## config.mk

```make
export PLATFORM = sky130hd
export DESIGN_NAME = reg_writeback_ctrl
export DESIGN_NICKNAME = d
export VERILOG_FILES = /design/src/rtl/reg_writeback_ctrl_pkg.sv /design/src/rtl/wb_fifo.sv /design/src/rtl/reg_writeback_ctrl.sv
export SDC_FILE = /design/constraint.sdc
export NUM_CORES = 1
export LEC_CHECK = 0
export CORE_MARGIN = 2
export CORE_UTILIZATION = 30
export CTS_CLUSTER_DIAMETER = 150
export DETAILED_ROUTE_END_ITERATION = 8
export PLACE_DENSITY_LB_ADDON = 0.25
export SLEW_MARGIN = 20
export SYNTH_ARGS = -nofsm -noshare
export SYNTH_HDL_FRONTEND = slang
export SYNTH_SLANG_ARGS = --single-unit
```

## constraint.sdc

```tcl
create_clock -name CLK -period 3.1 [get_ports CLK]
set_input_delay 0.62 -clock CLK [delete_from_list [all_inputs] [get_ports CLK]]
set_output_delay 0.62 -clock CLK [all_outputs]
set_load 0.01 [all_outputs]
```

## src/rtl/reg_writeback_ctrl_pkg.sv

```systemverilog
// Shared definitions for the register-file writeback path.
// Holds the register file geometry, the writeback source encoding, the
// packed FIFO/port entry layout and a one-hot helper for the scoreboard.
package reg_writeback_ctrl_pkg;

  localparam int unsigned REG_ADDR_W = 3;
  localparam int unsigned REG_DATA_W = 8;
  localparam int unsigned NUM_REGS   = 8;

  // Writeback source; stored with every queued entry so the scoreboard
  // knows whether a write retires an outstanding load.
  typedef enum logic {
    SRC_ALU = 1'b0,
    SRC_MEM = 1'b1
  } wb_src_e;

  // One pending register-file write: {src, dest, data}.
  typedef struct packed {
    wb_src_e                 src;
    logic [REG_ADDR_W-1:0]   dest;
    logic [REG_DATA_W-1:0]   data;
  } wb_entry_t;

  // One-hot register mask for scoreboard set/clear.
  function automatic logic [NUM_REGS-1:0] reg_onehot(input logic [REG_ADDR_W-1:0] r);
    return NUM_REGS'(1) << r;
  endfunction

endpackage

```

## src/rtl/wb_fifo.sv

```systemverilog
// In-order pending-write queue: up to two pushes and one pop per edge.
// Ports:
//   CLK, RESET_N      clock, async active-low reset
//   wr0_en/wr0_entry  first push (older request)
//   wr1_en/wr1_entry  second push (younger); only asserted with wr0_en
//   rd_en             pop the head this edge
//   rd_entry_c        current head (combinational view of storage)
//   count, full, empty registered occupancy
// The caller guarantees pushes never exceed the free slots (pop included).
module wb_fifo
  import reg_writeback_ctrl_pkg::*;
#(
  parameter  int unsigned DEPTH = 4,
  localparam int unsigned CNT_W = $clog2(DEPTH) + 1
) (
  input  logic             CLK,
  input  logic             RESET_N,
  input  logic             wr0_en,
  input  wb_entry_t        wr0_entry,
  input  logic             wr1_en,
  input  wb_entry_t        wr1_entry,
  input  logic             rd_en,
  output wb_entry_t        rd_entry_c,
  output logic [CNT_W-1:0] count,
  output logic             full,
  output logic             empty
);

  localparam int unsigned PTR_W = $clog2(DEPTH);

  wb_entry_t          mem [DEPTH];
  logic [PTR_W-1:0]   wr_ptr;
  logic [PTR_W-1:0]   rd_ptr;
  logic [PTR_W-1:0]   wr1_ptr_c;
  logic [CNT_W-1:0]   count_nxt_c;

  // Second push lands right behind the first one.
  assign wr1_ptr_c   = wr_ptr + PTR_W'(wr0_en);
  assign count_nxt_c = count + CNT_W'(wr0_en) + CNT_W'(wr1_en) - CNT_W'(rd_en);
  assign rd_entry_c  = mem[rd_ptr];

  // Storage needs no reset; occupancy is tracked by the pointers.
  always_ff @(posedge CLK) begin
    if (wr0_en) mem[wr_ptr]    <= wr0_entry;
    if (wr1_en) mem[wr1_ptr_c] <= wr1_entry;
  end

  // Pointers and occupancy flags.
  always_ff @(posedge CLK or negedge RESET_N) begin
    if (!RESET_N) begin
      wr_ptr <= '0;
      rd_ptr <= '0;
      count  <= '0;
      full   <= 1'b0;
      empty  <= 1'b1;
    end else begin
      wr_ptr <= wr_ptr + PTR_W'(wr0_en) + PTR_W'(wr1_en);
      rd_ptr <= rd_ptr + PTR_W'(rd_en);
      count  <= count_nxt_c;
      full   <= (count_nxt_c == CNT_W'(DEPTH));
      empty  <= (count_nxt_c == '0);
    end
  end

endmodule

```

## src/rtl/reg_writeback_ctrl.sv

```systemverilog
// Register-file write-port initiator. Merges ALU results and load returns
// onto the single write port, queues collisions in order, tracks
// outstanding loads per register and flags dropped requests.
// Ports:
//   CLK, RESET_N                       clock, async active-low reset
//   ALU_VALID/ALU_DATA/ALU_DEST        ALU writeback request
//   MEM_VALID/MEM_DATA/MEM_DEST        load-return writeback request
//   LOAD_ISSUE/LOAD_DEST               load issued by the decoder
//   WRITE/IN/INADDRESS                 register file write port
//   BUSY_MASK                          outstanding-load scoreboard
//   STALL                              queue nearly full (from registered count)
//   OVERFLOW                           sticky, a request was dropped
// Build option: define WB_BYPASS_EN to drive the port combinationally from
// the incoming request whenever the queue and port register are idle.
module reg_writeback_ctrl
  import reg_writeback_ctrl_pkg::*;
#(
  parameter int unsigned DEPTH = 4
) (
  input  logic                  CLK,
  input  logic                  RESET_N,
  input  logic                  ALU_VALID,
  input  logic [REG_DATA_W-1:0] ALU_DATA,
  input  logic [REG_ADDR_W-1:0] ALU_DEST,
  input  logic                  MEM_VALID,
  input  logic [REG_DATA_W-1:0] MEM_DATA,
  input  logic [REG_ADDR_W-1:0] MEM_DEST,
  input  logic                  LOAD_ISSUE,
  input  logic [REG_ADDR_W-1:0] LOAD_DEST,
  output logic                  WRITE,
  output logic [REG_DATA_W-1:0] IN,
  output logic [REG_ADDR_W-1:0] INADDRESS,
  output logic [NUM_REGS-1:0]   BUSY_MASK,
  output logic                  STALL,
  output logic                  OVERFLOW
);

  localparam int unsigned CNT_W = $clog2(DEPTH) + 1;

  wb_entry_t             mem_req_c;
  wb_entry_t             alu_req_c;
  wb_entry_t             head_c;

  logic [CNT_W-1:0]      fifo_count;
  logic                  fifo_full;
  logic                  fifo_empty;

  logic                  port_load_c;
  wb_entry_t             port_entry_c;
  logic                  pop_c;
  logic                  cand0_v_c;
  wb_entry_t             cand0_c;
  logic                  cand1_v_c;
  wb_entry_t             cand1_c;
  logic [CNT_W-1:0]      free_slots_c;
  logic                  wr0_c;
  logic                  wr1_c;
  logic                  drop_c;
  logic                  bypass_now_c;
  logic [NUM_REGS-1:0]   set_mask_c;
  logic [NUM_REGS-1:0]   clr_mask_c;

  logic                  write_q;
  logic [REG_DATA_W-1:0] in_q;
  logic [REG_ADDR_W-1:0] addr_q;
  logic [NUM_REGS-1:0]   busy_q;
  logic                  ovf_q;

  assign mem_req_c = '{src: SRC_MEM, dest: MEM_DEST, data: MEM_DATA};
  assign alu_req_c = '{src: SRC_ALU, dest: ALU_DEST, data: ALU_DATA};

  wb_fifo #(
    .DEPTH (DEPTH)
  ) u_fifo (
    .CLK        (CLK),
    .RESET_N    (RESET_N),
    .wr0_en     (wr0_c),
    .wr0_entry  (cand0_c),
    .wr1_en     (wr1_c),
    .wr1_entry  (cand1_c),
    .rd_en      (pop_c),
    .rd_entry_c (head_c),
    .count      (fifo_count),
    .full       (fifo_full),
    .empty      (fifo_empty)
  );

  // Port selection: queue head first, else MEM, else ALU. Requests not
  // taken into the port become enqueue candidates, MEM before ALU.
  always_comb begin
    port_load_c  = 1'b0;
    port_entry_c = head_c;
    pop_c        = 1'b0;
    cand0_v_c    = 1'b0;
    cand0_c      = mem_req_c;
    cand1_v_c    = 1'b0;
    cand1_c      = alu_req_c;

    if (!fifo_empty) begin
      port_load_c  = 1'b1;
      pop_c        = 1'b1;
      if (MEM_VALID) begin
        cand0_v_c = 1'b1;
        cand0_c   = mem_req_c;
        cand1_v_c = ALU_VALID;
        cand1_c   = alu_req_c;
      end else begin
        cand0_v_c = ALU_VALID;
        cand0_c   = alu_req_c;
      end
    end else if (MEM_VALID) begin
      port_load_c  = 1'b1;
      port_entry_c = mem_req_c;
      cand0_v_c    = ALU_VALID;
      cand0_c      = alu_req_c;
    end else if (ALU_VALID) begin
      port_load_c  = 1'b1;
      port_entry_c = alu_req_c;
    end
  end

  // Slots available this edge; the slot freed by a same-edge pop is reusable.
  assign free_slots_c = CNT_W'(DEPTH) - fifo_count + CNT_W'(pop_c);
  assign wr0_c        = cand0_v_c && (!fifo_full || pop_c);
  assign wr1_c        = cand1_v_c && (free_slots_c >= CNT_W'(2));
  assign drop_c       = (cand0_v_c && !wr0_c) || (cand1_v_c && !wr1_c);

`ifdef WB_BYPASS_EN
  // Incoming request goes straight to the port when nothing is queued or
  // being presented; the port register then idles for that write.
  assign bypass_now_c = fifo_empty && !write_q && port_load_c;
  assign WRITE        = bypass_now_c | write_q;
  assign IN           = bypass_now_c ? port_entry_c.data : in_q;
  assign INADDRESS    = bypass_now_c ? port_entry_c.dest : addr_q;
`else
  assign bypass_now_c = 1'b0;
  assign WRITE        = write_q;
  assign IN           = in_q;
  assign INADDRESS    = addr_q;
`endif

  // Scoreboard: a load write clears its bit when it reaches the port;
  // a same-edge issue to that register wins.
  assign set_mask_c = LOAD_ISSUE ? reg_onehot(LOAD_DEST) : '0;
  assign clr_mask_c = (port_load_c && (port_entry_c.src == SRC_MEM))
                      ? reg_onehot(port_entry_c.dest) : '0;

  // Port register, scoreboard and sticky overflow.
  always_ff @(posedge CLK or negedge RESET_N) begin
    if (!RESET_N) begin
      write_q <= 1'b0;
      in_q    <= '0;
      addr_q  <= '0;
      busy_q  <= '0;
      ovf_q   <= 1'b0;
    end else begin
      write_q <= port_load_c && !bypass_now_c;
      if (port_load_c) begin
        in_q   <= port_entry_c.data;
        addr_q <= port_entry_c.dest;
      end
      busy_q <= (busy_q & ~clr_mask_c) | set_mask_c;
      ovf_q  <= ovf_q | drop_c;
    end
  end

  assign BUSY_MASK = busy_q;
  assign OVERFLOW  = ovf_q;
  assign STALL     = (fifo_count >= CNT_W'(DEPTH - 1));

endmodule
```

==> results.ini, run 1 <==
[placement]
place_hpwl_um = 7630
port_buffers = 51
placed_cell_area_um2 = 5050
gp_congestion = 0.814

[layout]
fin_nets = 440
utilization_pct = 39.5
drive_gt1_share_pct = 21.9
syn2layout_area_growth_pct = 30.3
fin_area_um2 = 5410
antennaDiodeCount = 0

[clocking]
cts_hold_buffers = 0
htree_levels = 3
cts_root_buf = clkbuf_16
ctsLongestPathBuffers = 2
cts-resized-gates = 0
cts_tree = yes
cts_buffers = 9
cts.sinks = 78
cts_setup_buffers = 0
clk_latency_ps = 330
clkTransAtPathRegs_ps = 60

[logic_synthesis]
ys_types = 53
yosys_most_used_dff = edfxtp_1
netlist_area_um2 = 4160
avgSynthCellArea_um2 = 12.7
yosys_warnings = 0
ys_seq_area_share_pct = 51.8
async_flop_share_pct = 38.5
synth_edf_count = 44
synthCells = 328
synth_nets = 366
ys_seq_elements = 78

[min_path]
min_from = OVERFLOW
hold_path.class = flop to flop
holdPathEnd = OVERFLOW
min_path_cells = 1

[floorplan]
die-height_um = 122
die_area_um2 = 14800
core_um2 = 13700
start_util_pct = 30.3
die_w_um = 122
num_rows = 43
ios = 52

[pwr]
p_per_area_nw_per_um2 = 1100
p_leak_uw = 0.00212
ir_drop_mv = 0.349

[timing]
drv_slew = 0
tightest_slew_ps = 998
fin_crit_ps = 2850
finClkSkew_ps = 3.48
hold_viol = 0
rsz0062_at_grt = false
slew_headroom_pct = 33.2
hold_ws_ps = 481
fmax_mhz = 351
setup_viol = 0
period_share_pct = 91.9

[global_route]
grt_pass1_vias = 3138
grt_usage_pct = 16.1
grt_pass1_wl_um = 17600
grt_max_degree = 36
overflow = 0
antenna_found_initial = 0

[worst_setup_path]
r2r_slack_ps = 290
r2r_start = u_fifo.empty
cp_top_family = simple AND/OR/NAND/NOR gates
path_cells = clkdlybuf4s50_1 -> o21bai_1 -> nand2_1 -> ha_1 -> xor2_1 -> o2111ai_1 -> nor3b_2 -> a22o_1
worstPathRequired_ps = 3300
crit_buf_inv = 1
critPathLaunch = MEM_VALID
worst_setup_path_start_kind = input port
cp_max_fo = 12
cp_slowest_cell = nor3b_2
path_class = input port to flop
reg2reg_to = u_fifo.full
endpoint_kind = flop
cp.arrival_ps = 3050
slowest_delay_ps = 850
reg2regPathDepth = 9

[job]
cap_violations = 0

[drt]
vias_per_cell = 5.24
num_vias = 3075
wl_per_cell_um = 19.2
antenna_left = 0
wirelength_um = 11300
drt_pass1_iterations = 5
drc = 0
drtIter0Drc = 244

[run_status]
status = complete, no violations

-- cells in the final DEF, fill, tap and decap left out, drive strengths merged, types with 10 or more instances in the layout --
| cell type | count |
|---|---|
| inv | 10 |
| nand2 | 21 |
| mux2i | 10 |
| buf | 34 |
| o21ai | 19 |
| clkbuf | 10 |
| edfxtp | 44 |
| a22o | 44 |
| dfrtp | 29 |
| mux4 | 10 |
| mux2 | 12 |
| clkdlybuf4s50 | 51 |
-- cell usage after synthesis, types with 4 or more instances --
cell type  number  area (µm²)
a22o_1         44         385
a31oi_1         5        31.3
and3b_1         4        35.0
buf_2          13        65.1
buf_4           4        30.0
clkbuf_1        4        15.0
dfrtp_1        29         726
dfxtp_1         4        80.1
edfxtp_1       44        1320
ha_1            6        75.1
inv_1          10        37.5
mux2_2         12         135
mux2i_1        10         100
mux4_2         10         225
nand2_1        21        78.8
nand2b_1        5        31.3
nand3_1         6        30.0
nor2_1          9        33.8
o211ai_1        6        45.0
o21ai_0        16        80.1
o41ai_1         5        43.8
xor2_1          5        43.8
-- metrics by stage --
stage,power [µW],setup TNS [ps],worst slack (ps),std cells
after global routing,6310,0,104,587
after floorplan,3560,0,143,328
after global placement,4600,-1220,-52.6,571
after CTS,5990,0,252,587
after detailed placement,4660,-1730,-87.0,571
final,5940,0,251,587
-- area by class of cell --
cell class | count | area (µm²)
Sequential cell | 78 | 2150
Clock buffer | 10 | 229
Fill cell | 1315 | 8310
Clock inverter | 6 | 134
Multi-Input combinational cell | 218 | 1840
Tap cell | 180 | 225
Timing Repair Buffer | 85 | 791
Inverter | 10 | 37.5
-- registers in the layout (all words and copies together), names as in the netlist --
signal,cells
u_fifo.rd_ptr,2
u_fifo.wr_ptr,2
u_fifo.count,3
WRITE,1
OVERFLOW,1
IN,8
INADDRESS,3
u_fifo.mem,48
u_fifo.full,1
u_fifo.empty,1
BUSY_MASK,8
-- where the power goes --
| group | internal (µW) | total [µW] | switching, µW |
|---|---|---|---|
| registers | 1700 | 1960 | 265 |
| clock network | 869 | 1300 | 428 |
| logic | 1370 | 2680 | 1300 |
-- how the worst max path moves through the flow --
stage / endpoint / cells after the start / slack (ps)
after floorplan: u_fifo.full / 11 / 140
after global placement: u_fifo.mem[0][7] / 8 / -50
after detailed placement: u_fifo.full / 9 / -90
after CTS: u_fifo.mem[3][5] / 8 / 250
after global routing: u_fifo.mem[3][5] / 8 / 100
final: u_fifo.mem[3][5] / 8 / 250
-- layer usage --
metal / GRT usage, % / vias up / share of wire [%]
li1: - / 1437 / -
met1: 20.4 / 1555 / 44
met2: 27.2 / 77 / 50
met3: 3.89 / 6 / 5.1
met4: 4.89 / 0 / 0.84
met5: 0 / - / 0
-- worst register-to-register path: stages (launching register included) --
cell and delay, ps:
dfstp_2 530, nand2_1 50, ha_1 380, o21ai_0 160, ha_1 300, inv_1 50, fa_1 400, fa_1 390
xor2_1 240, nor3b_1 210
-- cell families (layout without fill, tap and decap cells) --
family | after synthesis | after routing | share of synthesized area (%)
and+or+nand+nor | 65 | 65 | 8.85
muxes | 32 | 32 | 11.1
adders and majority gates | 8 | 8 | 2.77
AOI/OAI and AO/OA | 105 | 105 | 20.0
buffers and inverters | 32 | 111 | 3.82
xor gates and xnor gates | 8 | 8 | 1.69
DFF | 78 | 78 | 51.8
No activity file was read; power rests on OpenSTA's default activity.
==> run 2, diff against run 1 <==
--- a/config.mk
+++ b/config.mk
@@ -10,7 +10,6 @@
 export CTS_CLUSTER_DIAMETER = 150
 export DETAILED_ROUTE_END_ITERATION = 8
 export PLACE_DENSITY_LB_ADDON = 0.25
-export SLEW_MARGIN = 20
 export SYNTH_ARGS = -nofsm -noshare
 export SYNTH_HDL_FRONTEND = slang
 export SYNTH_SLANG_ARGS = --single-unit
==> results of run 2 <==
Final layout, timing and power as in run 1 (identical DEF).
==> run 3, diff against run 2 <==
--- a/config.mk
+++ b/config.mk
@@ -5,11 +5,13 @@
 export SDC_FILE = /design/constraint.sdc
 export NUM_CORES = 1
 export LEC_CHECK = 0
+export CELL_PAD_IN_SITES_DETAIL_PLACEMENT = 0
+export CELL_PAD_IN_SITES_GLOBAL_PLACEMENT = 1
 export CORE_MARGIN = 2
 export CORE_UTILIZATION = 30
 export CTS_CLUSTER_DIAMETER = 150
 export DETAILED_ROUTE_END_ITERATION = 8
-export PLACE_DENSITY_LB_ADDON = 0.25
+export PLACE_DENSITY = 0.57
 export SYNTH_ARGS = -nofsm -noshare
 export SYNTH_HDL_FRONTEND = slang
 export SYNTH_SLANG_ARGS = --single-unit
==> constraint.sdc (replaced) <==
create_clock -name CLK -period 2.47 [get_ports CLK]
set_input_delay 0.494 -clock CLK [delete_from_list [all_inputs] [get_ports CLK]]
set_output_delay 0.494 -clock CLK [all_outputs]
set_load 0.01 [all_outputs]
==> run 3 against run 2 <==
  * The flow now finishes with violations (negative setup slack)
  * First-iteration DRC count fell by 56%
  * Via count increased by 2.7%
  * Routed wire length rose by 4.3%
  * Utilization increased by 2.3 points
  * Worst hold slack better by 3.8 ps
  * Count of clock-buffer cells in the layout grew 2
  * Global-route usage increased by 0.62 points
  * Power increased by 29%
  * Non-clock buffer count is 29 higher
  * Critical path depth up 2
  * Critical path type is now flop to flop
  * Critical endpoint is now u_fifo.full
  * Highest routed layer unchanged
==> results.ini, run 3 (same netlist as run 1, synthesis figures left out) <==
[pwr]
p_leak_uw = 0.00227
p_int_uw = 4990
switchingPower_uw = 2640
p_per_area_nw_per_um2 = 1330
ir_drop_mv = 0.381
clockPowerShare_pct = 17.1
combPwrFrac_pct = 50.5
swShare_pct = 34.6
power_frac_seq_pct = 32.4

[worst_setup_path]
cp_slowest_cell = dfstp_2
cp.arrival_ps = 2710
crit_buf_inv = 1
slowest_delay_ps = 570
cp_top_family = adder cells
crit_top_cell = fa_2
cp_max_fo = 3
endpoint_kind = flop
path_class = flop to flop
reg2regPathDepth = 10
worst_setup_path_start_kind = flop
path_cells = nand2_4 -> ha_4 -> xor2_4 -> o21ai_2 -> ha_1 -> inv_2 -> fa_2 -> fa_2 -> xor2_2 -> nor3b_2
crit_cells = 10
worstPathRequired_ps = 2700

[drt]
vias_per_cell = 5.13
wl_per_cell_um = 19.1
drc = 0
antenna_left = 0
drt_pass1_iterations = 4
wirelength_um = 11700
num_vias = 3159
drtIter0Drc = 108

[floorplan]
die-height_um = 122
ios = 52
start_util_pct = 30.3
die_w_um = 122
die_area_um2 = 14800
num_rows = 43
core_um2 = 13700

[placement]
dp_slack_ps = -669
dpl.cell_count = 590
gp_congestion = 0.798
place_hpwl_um = 8090
port_buffers = 51

[job]
cap_violations = 0

[timing]
period_share_pct = 100
finalSetupTns_ps = -9.08
fmax_mhz = 403
fin_crit_ps = 2480
tightest_slew_ps = 753
setup_ws_ps = -9.08
hold_viol = 0
setup_viol = 1
slew_headroom_pct = 49.4
drv_slew = 0
finClkSkew_ps = 10.7
rsz0062_at_grt = true
hold_ws_ps = 485

[clocking]
htree_levels = 3
cts_buffers = 9
ctsLongestPathBuffers = 2
cts_tree = yes
cts_root_buf = clkbuf_16
cts_hold_buffers = 0
clkTransAtPathRegs_ps = 60
clk_latency_ps = 330
cts.sinks = 78

[layout]
multi_input_area_um2 = 1970
syn2layout_area_growth_pct = 37.7
fin_nets = 469
largest_reg_flops = 48
final_common_cell = buf_4
drive_gt1_share_pct = 30.0
fill_cells = 1304
layout_common_cells = buf_4 (56), clkdlybuf4s50_1 (49), a22o_1 (44), edfxtp_1 (44), dfrtp_1 (29)
utilization_pct = 41.7
regMostFlops = u_fifo.mem
finalNonFillerCells = 616
antennaDiodeCount = 0
register_area_um2 = 2150

[global_route]
antenna_found_initial = 0
overflow = 0
grt_max_degree = 31
grt_usage_pct = 16.7
grt_pass1_vias = 3274
grt_pass1_wl_um = 18500

[run_status]
violations = negative setup slack
status = complete, but fails checks

[min_path]
hold_path.class = flop to flop
min_path_cells = 1

-- run 3: layer usage --
layer / part of all wire [%] / global-route usage (%)
met1: 45 / 22.4
met2: 50 / 27.7
met3: 3.8 / 3.04
met4: 0.86 / 4.89
met5: 0 / 0
-- run 3: timing repair --
action                                  in CTS  in global routing
endpoints found under the setup margin      67                 58
resized for setup                           10                  6
setup buffers                                7                  3
pin swaps                                    1                  4
-- run 3: layout make-up --
type	count	area share [%]
Clock buffer	12	4.13
Clock inverter	4	0.831
Inverter	10	0.656
Multi-Input combinational cell	218	34.5
Sequential cell	78	37.6
Tap cell	180	3.94
Timing Repair Buffer	114	18.4
-- run 3: power by group through the flow --
stage / combinational, µW / sequential [µW] / clock [µW]
CTS: 3780 / 2470 / 1330
detailed placement: 3640 / 2490 / 0
global route: 4180 / 2550 / 1390
global placement: 3620 / 2470 / 0
floorplan: 2170 / 2410 / 0
finish: 3850 / 2470 / 1310
-- run 3: final timing paths --
| check | slack [ps] | startpoint | end |
|---|---|---|---|
| min | 480 | OVERFLOW | OVERFLOW |
| min in group asynchronous | 580 | RESET_N | BUSY_MASK[0] |
| max | -9 | u_fifo.empty | u_fifo.full |
| min reg2reg | 480 | OVERFLOW | OVERFLOW |
| max in group asynchronous | 1540 | RESET_N | u_fifo.empty |
| max reg2reg | -9 | u_fifo.empty | u_fifo.full |
-- run 3: per-stage QoR --
step	power (µW)	instance area [µm²]
floorplan	4590	4220
global placement	6090	5260
detailed placement	6130	5260
CTS	7580	5640
global route	8110	5720
finish	7630	5720
